$ cat src/rtl/ctrl_pkg.sv
// rtl/ctrl_pkg.sv - shared constants and state encoding for the multicycle control stage
package ctrl_pkg;

   localparam int          OPW      = 4;
   localparam logic [15:0] NOP_WORD = 16'hF000;

   localparam logic [2:0] S_FETCH  = 3'd0;
   localparam logic [2:0] S_DECODE = 3'd1;
   localparam logic [2:0] S_EXEC   = 3'd2;
   localparam logic [2:0] S_MEM    = 3'd3;
   localparam logic [2:0] S_WB     = 3'd4;
   localparam logic [2:0] S_HALT   = 3'd5;

   typedef enum logic [2:0] {
      ST_FETCH  = S_FETCH,
      ST_DECODE = S_DECODE,
      ST_EXEC   = S_EXEC,
      ST_MEM    = S_MEM,
      ST_WB     = S_WB
`ifdef CTRL_HALT_EN
      ,
      ST_HALT   = S_HALT
`endif
   } state_t;

   localparam logic [OPW-1:0] OP_LW   = 4'h8;
   localparam logic [OPW-1:0] OP_SW   = 4'h9;
   localparam logic [OPW-1:0] OP_BEQ  = 4'hA;
   localparam logic [OPW-1:0] OP_JMP  = 4'hB;
   localparam logic [OPW-1:0] OP_HALT = 4'hE;

   localparam logic [1:0] PCSRC_SEQ    = 2'b00;
   localparam logic [1:0] PCSRC_BRANCH = 2'b01;
   localparam logic [1:0] PCSRC_JUMP   = 2'b10;

   localparam logic [2:0] ALUOP_ADD = 3'b000;
   localparam logic [2:0] ALUOP_SUB = 3'b001;

endpackage

$ cat src/rtl/instr_decoder.sv
// rtl/instr_decoder.sv - combinational opcode-to-class decode of the instruction register
// o_is_halt exists only when CTRL_HALT_EN is defined.
module instr_decoder
   import ctrl_pkg::*;
(
   input  logic [OPW-1:0] i_opcode,
   output logic           o_is_rtype,
   output logic           o_is_lw,
   output logic           o_is_sw,
   output logic           o_is_beq,
   output logic           o_is_jmp
`ifdef CTRL_HALT_EN
   ,
   output logic           o_is_halt
`endif
);

   // 0x0-0x7 are all ALU register ops; the MSB alone separates them
   assign o_is_rtype = ~i_opcode[OPW-1];
   assign o_is_lw    = (i_opcode == OP_LW);
   assign o_is_sw    = (i_opcode == OP_SW);
   assign o_is_beq   = (i_opcode == OP_BEQ);
   assign o_is_jmp   = (i_opcode == OP_JMP);
`ifdef CTRL_HALT_EN
   assign o_is_halt  = (i_opcode == OP_HALT);
`endif

endmodule

$ cat src/rtl/control_decode_fsm.sv
// rtl/control_decode_fsm.sv - multicycle FETCH/DECODE/EXEC/MEM/WB controller feeding the register file
// Define CTRL_HALT_EN to add the HALT state (opcode 0xE) and the halted output.
module control_decode_fsm
   import ctrl_pkg::*;
(
   input  logic        clk,
   input  logic        rst,
   input  logic [15:0] D_Instr,
   input  logic        D_InstrValid,
   input  logic        D_MemReady,
   input  logic        D_ALUZero,
   output logic        C_InstrReq,
   output logic [3:0]  A_ReadReg1RT,
   output logic [3:0]  A_ReadReg2RT,
   output logic [3:0]  A_Offset,
   output logic [3:0]  A_RegSWLW,
   output logic [3:0]  A_WriteRegRT_BT,
   output logic        C_RegDstWrite,
   output logic        C_RegWrite,
   output logic        C_MemToReg,
   output logic        C_MemRead,
   output logic        C_MemWrite,
   output logic [2:0]  C_ALUOp,
   output logic        C_ALUSrc,
   output logic        C_PCWrite,
   output logic [1:0]  C_PCSrc
`ifdef CTRL_HALT_EN
   ,
   output logic        halted
`endif
);

   state_t      r_state;
   state_t      w_next;
   logic [15:0] r_ir;

   logic w_is_rtype;
   logic w_is_lw;
   logic w_is_sw;
   logic w_is_beq;
   logic w_is_jmp;
`ifdef CTRL_HALT_EN
   logic w_is_halt;
`endif

   instr_decoder u_dec (
      .i_opcode   (r_ir[15:12]),
      .o_is_rtype (w_is_rtype),
      .o_is_lw    (w_is_lw),
      .o_is_sw    (w_is_sw),
      .o_is_beq   (w_is_beq),
      .o_is_jmp   (w_is_jmp)
`ifdef CTRL_HALT_EN
      ,
      .o_is_halt  (w_is_halt)
`endif
   );

   always_ff @(posedge clk or posedge rst) begin
      if (rst) begin
         r_state <= ST_FETCH;
         r_ir    <= NOP_WORD;
      end else begin
         r_state <= w_next;
         if (r_state == ST_FETCH && D_InstrValid)
            r_ir <= D_Instr;
      end
   end

   // Register-file fields are plain IR slices, so they only move on an IR load
   assign A_ReadReg1RT    = r_ir[7:4];
   assign A_ReadReg2RT    = r_ir[3:0];
   assign A_Offset        = r_ir[3:0];
   assign A_RegSWLW       = r_ir[11:8];
   assign A_WriteRegRT_BT = r_ir[11:8];

`ifdef CTRL_HALT_EN
   assign halted = (r_state == ST_HALT);
`endif

   always_comb begin
      w_next        = r_state;
      C_InstrReq    = 1'b0;
      C_RegDstWrite = 1'b0;
      C_RegWrite    = 1'b0;
      C_MemToReg    = 1'b0;
      C_MemRead     = 1'b0;
      C_MemWrite    = 1'b0;
      C_ALUOp       = ALUOP_ADD;
      C_ALUSrc      = 1'b0;
      C_PCWrite     = 1'b0;
      C_PCSrc       = PCSRC_SEQ;

      case (r_state)
         ST_FETCH: begin
            C_InstrReq = 1'b1;
            if (D_InstrValid) begin
               C_PCWrite = 1'b1;
               w_next    = ST_DECODE;
            end
         end
         ST_DECODE: w_next = ST_EXEC;
         ST_EXEC: begin
            w_next = ST_FETCH;
            if (w_is_rtype) begin
               C_ALUOp = r_ir[14:12];
               w_next  = ST_WB;
            end else if (w_is_lw || w_is_sw) begin
               C_ALUSrc = 1'b1;
               C_ALUOp  = ALUOP_ADD;
               w_next   = ST_MEM;
            end else if (w_is_beq) begin
               C_ALUOp = ALUOP_SUB;
               if (D_ALUZero) begin
                  C_PCWrite = 1'b1;
                  C_PCSrc   = PCSRC_BRANCH;
               end
            end else if (w_is_jmp) begin
               C_PCWrite = 1'b1;
               C_PCSrc   = PCSRC_JUMP;
            end
`ifdef CTRL_HALT_EN
            else if (w_is_halt) begin
               w_next = ST_HALT;
            end
`endif
         end
         ST_MEM: begin
            // Strobe is held until the memory acknowledges; LW and SW are exclusive
            C_MemRead  = w_is_lw;
            C_MemWrite = w_is_sw;
            if (D_MemReady)
               w_next = w_is_lw ? ST_WB : ST_FETCH;
         end
         ST_WB: begin
            C_RegWrite    = 1'b1;
            C_RegDstWrite = w_is_lw;
            C_MemToReg    = w_is_lw;
            w_next        = ST_FETCH;
         end
`ifdef CTRL_HALT_EN
         ST_HALT: w_next = ST_HALT;
`endif
         default: w_next = ST_FETCH;
      endcase
   end

endmodule

$ cat config.mk
export PLATFORM = sky130hd
export DESIGN_NAME = control_decode_fsm
export DESIGN_NICKNAME = d
export VERILOG_FILES = /design/src/rtl/ctrl_pkg.sv /design/src/rtl/instr_decoder.sv /design/src/rtl/control_decode_fsm.sv
export SDC_FILE = /design/constraint.sdc
export NUM_CORES = 1
export LEC_CHECK = 0
export BUFFER_PORTS_ARGS = -buffer_cell sky130_fd_sc_hd__buf_2
export CAP_MARGIN = 30
export CORE_MARGIN = 2
export CORE_UTILIZATION = 41
export CTS_CLUSTER_SIZE = 28
export DETAILED_ROUTE_END_ITERATION = 7
export PLACE_DENSITY = 0.84
export SYNTH_ARGS = -nofsm -noshare
export SYNTH_HDL_FRONTEND = slang
export SYNTH_HIERARCHICAL = 1
export SYNTH_SLANG_ARGS = --single-unit
$ cat constraint.sdc
create_clock -name clk -period 1.5 [get_ports clk]
set_input_delay 0.075 -clock clk [delete_from_list [all_inputs] [get_ports clk]]
set_output_delay 0.075 -clock clk [all_outputs]
set_load 0.01 [all_outputs]
==> After elaboration in Yosys (flattened, before gate mapping) <==
Index checks and enable logic that the tools add are counted.
{ "totals": {"inputBits": 21, "word_cells": 47, "register_bits": 19, "output_inout_bits": 33} }
{ "op_classes": {"mux": 31, "n_eq_ne": 10, "reduce_logical": 4} }
{ "ops": {"columns": ["op", "count"], "rows": [
  ["2-to-1 mux 3 bit", 6],
  ["2-to-1 mux 1 bit", 17],
  ["== test 4 bit, second input constant", 4],
  ["2-to-1 mux 2 bit", 6],
  ["case mux 3 bit (4 select lines)", 1],
  ["== test 3 x 2 -> 1 bit, second input constant", 2],
  ["inequality test 2 bit, second input constant", 2],
  ["== test 3 x 1 -> 1 bit, second input constant", 1],
  ["== test 3 bit, second input constant", 1],
  ["logical NOT 3 bit", 1],
  ["case mux 1 bit (2 select lines)", 1],
  ["AND reduction 2 bit", 1],
  ["logical AND 1 bit", 1],
  ["logical OR 1 bit", 1]
]} }

==> Logic depth before layout (Yosys ltp) <==
{ "depth": {"depth_word": 6, "mapped_depth": 5, "mapped_depth_nobuf": 4} }

==> Hierarchy <==
Netlist, hierarchy kept.
{ "modules_own_cells": {"columns": ["mod", "cells_each", "area_per_inst_um2", "seq_area_each_um2", "instances"], "rows": [
  ["control_decode_fsm", 92, 1089.8, 480.5, 1],
  ["instr_decoder", 5, 53.8, 0.0, 1]
]} }

==> Worst setup path before layout <==
No wires, ideal clock.
{ "synth_timing": {"kind": "reg-to-reg", "start": "register r_state[0]", "end": "register r_ir[0]", "arrival_time_ps": 1450, "path_stages_with_launch": 6, "t_required_ps": 1375, "setup_time_ps": 125, "path_slack_ps": -75, "path_buffers": 2, "synth_period_minus_slack_ps": 1575, "cell_sequence": "dfrtp_1 > nor3_2 > and2_1 > buf_6 > buf_6 > mux2_4"} }
{ "synth_via": {"elab_chain_len": 2} }
{ "synth_rtl": {"columns": ["element", "line", "rtl"], "rows": [
  ["start, declared", "control_decode_fsm.sv:33", "state_t r_state;"],
  ["start signal, assigned", "control_decode_fsm.sv:64", "r_state <= w_next;"],
  ["logical NOT 3 bit", "control_decode_fsm.sv:65", "if (r_state == ST_FETCH && D_InstrValid)"],
  ["logical AND 1 bit", "control_decode_fsm.sv:65", null],
  ["end signal, assigned", "control_decode_fsm.sv:66", "r_ir <= D_Instr;"],
  ["end, declared", "control_decode_fsm.sv:35", "logic [15:0] r_ir;"]
]} }
No other way between the ends.
A chain may end at the register's enable or synchronous reset.

==> Worst setup path in the final report <==
{ "layout_timing": {"start": "register r_ir[15]", "end": "output port C_ALUOp[0]"} }
{ "layout_via": {"elab_chain_len": 5, "elab_cells_between_ends": 8, "classes_between": "eq/ne (3); mux (4); reduce/logical (1)"} }
{ "layout_rtl": {"columns": ["element", "line", "rtl"], "rows": [
  ["== test 4 bit", "instr_decoder.sv:21", "assign o_is_sw = (i_opcode == OP_SW);"],
  ["named net w_is_sw", "control_decode_fsm.sv:39", "logic w_is_sw;"],
  ["logical OR 1 bit", "control_decode_fsm.sv:108", "end else if (w_is_lw || w_is_sw) begin"],
  ["2-to-1 mux 1 bit", "control_decode_fsm.sv:108", null],
  ["2-to-1 mux 3 bit", "control_decode_fsm.sv:105", "if (w_is_rtype) begin"],
  ["2-to-1 mux 3 bit", "control_decode_fsm.sv:94", "case (r_state)"],
  ["end, declared", "control_decode_fsm.sv:23", "output logic [2:0] C_ALUOp,"]
]} }
The timed path passes the listed nets, and every way through them passes these cells.

==> results.json <==
{
  "hp-class": "primary input to flop",
  "yosysWarnings": 6,
  "drt_iter0_markers": 14,
  "min_path_cells": 2,
  "core_um2": 2710,
  "initial_core_util_pct": 42.2,
  "ys_types": 30,
  "synth-main-ff-cell": "dfrtp_1",
  "slowest_delay_ps": 600,
  "clk_latency_ps": 290,
  "gr-total-overflow": 0,
  "drv_slew": 0,
  "finalWirelength_mm": 2.62,
  "io-pin-count": 54,
  "first_pass_iters": 6,
  "timing.critical_path.cells": "buf_6, and4bb_2, nor2_2, a32o_1, buf_2",
  "synth.area.top_cells": "dfrtp_1 33%, buf_4 14%, mux2_4 12%",
  "violations": "setup timing",
  "min_delay_worst_endpoint": "r_ir[10]",
  "antenna_found_initial": 0,
  "setup_violations": 12,
  "cts.htree.levels": 1,
  "track_usage_pct": 15.3,
  "finalClockSkew_ps": 2.57,
  "slew_headroom_pct": 53.1,
  "clock_path_buffers": 2,
  "status": "finished with violations",
  "detail_route.wl_per_cell_um": 14.4,
  "hold_viol_final": 0,
  "rsz0062_at_grt": "yes",
  "cp_slowest_cell": "dfstp_2",
  "power_density_nw_per_um2": 2000,
  "synth_top_area_share_pct": 32.8,
  "clk_pin_slew_worst_paths_ps": 100,
  "crit_family": "flip-flops",
  "final_area_um2": 1550,
  "hpwl_mm": 1.81,
  "end_kind": "output port",
  "viasPerCell": 4.93,
  "die_h_um": 56.8,
  "ir_drop_v": 0.00114,
  "min_period_over_period_pct": 121,
  "seqCellArea_um2": 483,
  "r2r_cells": 4,
  "reg2reg_from": "r_ir[14]",
  "yosysTopAreaCell": "dfrtp_1",
  "crit_arrival_ps": 1740,
  "synth-seq-area-share_pct": 42.0,
  "rows": 19,
  "port_buffers": 53,
  "multi_input_area_um2": 517,
  "route.detailed.drc": 0,
  "dieArea_um2": 3230,
  "syn_inst": 97,
  "cp_max_fo": 5,
  "synth-edff-count": 0,
  "areaGrowthSynthToFinish_pct": 35.9,
  "worstPathRequired_ps": 1420,
  "grt_max_degree": 20,
  "cts_buffers": 3,
  "rr_endpoint": "r_state[1]",
  "p_leak_nw": 0.787,
  "maxCapViolCount": 0,
  "fin_crit_ps": 1810,
  "final_layout_size_suffix_gt1_share_pct": 68.9,
  "crit_path_start_kind": "flop",
  "max_freq_mhz": 552,
  "grt_pass1_vias": 833,
  "synth-seq-cells": 19,
  "clockRootBuffer": "clkbuf_4",
  "finalSetupTns_ps": -2450,
  "syn_area_um2": 1140,
  "cts_tree": "done",
  "n_fill_cell": 233,
  "grt_pass1_wl_mm": 3.75,
  "critPathKind": "flop to output port",
  "die_x_um": 56.8,
  "antenna_cells": 0,
  "async_reset_ff_share_pct": 100,
  "cts_sinks": 19,
  "hold_slack_ps": 13.7,
  "crit_buf_inv": 2,
  "power_w": 0.00310,
  "placed_cell_area_um2": 1330,
  "final_antenna_net_count": 0,
  "regToRegSetupSlack_ps": -40,
  "worst_pin_slew_ps": 703,
  "nets": 173,
  "synth_nets": 118,
  "worst_hold_startpoint": "D_Instr[10]",
  "syn_area_per_cell_um2": 11.8,
  "vias": 898,
  "setup_ws_ps": -313,
  "gp_congestion": 0.787
}
[report_power, final]
group / internal, W / switching [W] / total [W] / leakage, nW
Sequential: 0.000817 / 0.000243 / 0.00106 / 0.219
Combinational: 0.00102 / 0.000771 / 0.00179 / 0.553
Clock: 0.000103 / 0.000153 / 0.000256 / 0.0150
Total: 0.00194 / 0.00117 / 0.00310 / 0.787
[cells by family after synthesis]
| logic type | count (synthesis) | share of synthesized area (%) |
|---|---|---|
| compound gates | 7 | 4.60 |
| buf+inv | 27 | 17.2 |
| flops | 19 | 42.0 |
| mux | 17 | 19.6 |
| simple gates | 27 | 16.6 |
[per-stage QoR]
step / utilization, % / setup WS (ps) / std cells
global placement: 48.9 / 27.9 / 165
detailed placement: 48.9 / 10.3 / 165
floorplan: - / -42.8 / 97
global route: 57.3 / -362 / 182
finish: 57.3 / -313 / 182
CTS: 52.0 / -266 / 171
[how the worst max path moves through the flow]
stage / from / to / slack, ps / depth (start not counted)
floorplan: r_state[0] / r_ir[0] / -40 / 5
global placement: r_ir[15] / C_PCSrc[1] / 30 / 5
detailed placement: r_ir[15] / C_PCSrc[1] / 10 / 5
CTS: r_ir[15] / C_ALUOp[0] / -270 / 4
global route: r_ir[15] / C_ALUOp[0] / -360 / 5
finish: r_ir[15] / C_ALUOp[0] / -310 / 5
[sequential cells by signal (all words and copies together), names as in the netlist]
register	count
r_ir	16
r_state	3
[layout make-up]
cell class                      instances  area share [%]
Tap cell                               31            2.50
Multi-Input combinational cell         51            33.3
Inverter                                3           0.725
Clock buffer                            4            1.69
Timing Repair Buffer                   74            30.8
Sequential cell                        19            31.1
[cell usage in the layout, fill, tap and decap left out, types with 2 or more instances in the layout]
cell type      count
and4bb_2           2
and2_4             2
dfrtp_2            2
clkbuf_4           3
buf_4              7
mux2_2             7
nor2_1             3
inv_1              2
dlygate4sd3_1      8
nand2_1            4
mux2_4             9
and3_1             2
nor4b_4            2
dfrtp_1           13
buf_6              8
dfstp_2            4
buf_2             51
and2_1             3
[synthesized netlist by cell type (all sizes together), types with 2 or more instances]
| master | count |
|---|---|
| and3 | 3 |
| nor4b | 2 |
| inv | 3 |
| dfrtp | 15 |
| nor2 | 4 |
| buf | 24 |
| dfstp | 4 |
| mux2 | 16 |
| and4bb | 2 |
| and2 | 5 |
| nor3 | 2 |
| nand2 | 4 |
[timing repair]
item | CTS | global route
pin swaps | 5 | 1
hold buffers | 1 | 7
gates resized for setup | 11 | 9
buffers inserted | 1 | 4
endpoints found under the hold margin | 15 | 7
setup endpoints to repair | 10 | 29
[metal layers]
metal / up-vias / track usage, % / routed length (um)
met5: - / 0 / 0
met4: 0 / 5.98 / 24
met3: 2 / 3.46 / 155
met2: 35 / 26.6 / 1440
met1: 436 / 18.3 / 998
li1: 425 / - / -
Power figures use the tool's default switching activity.
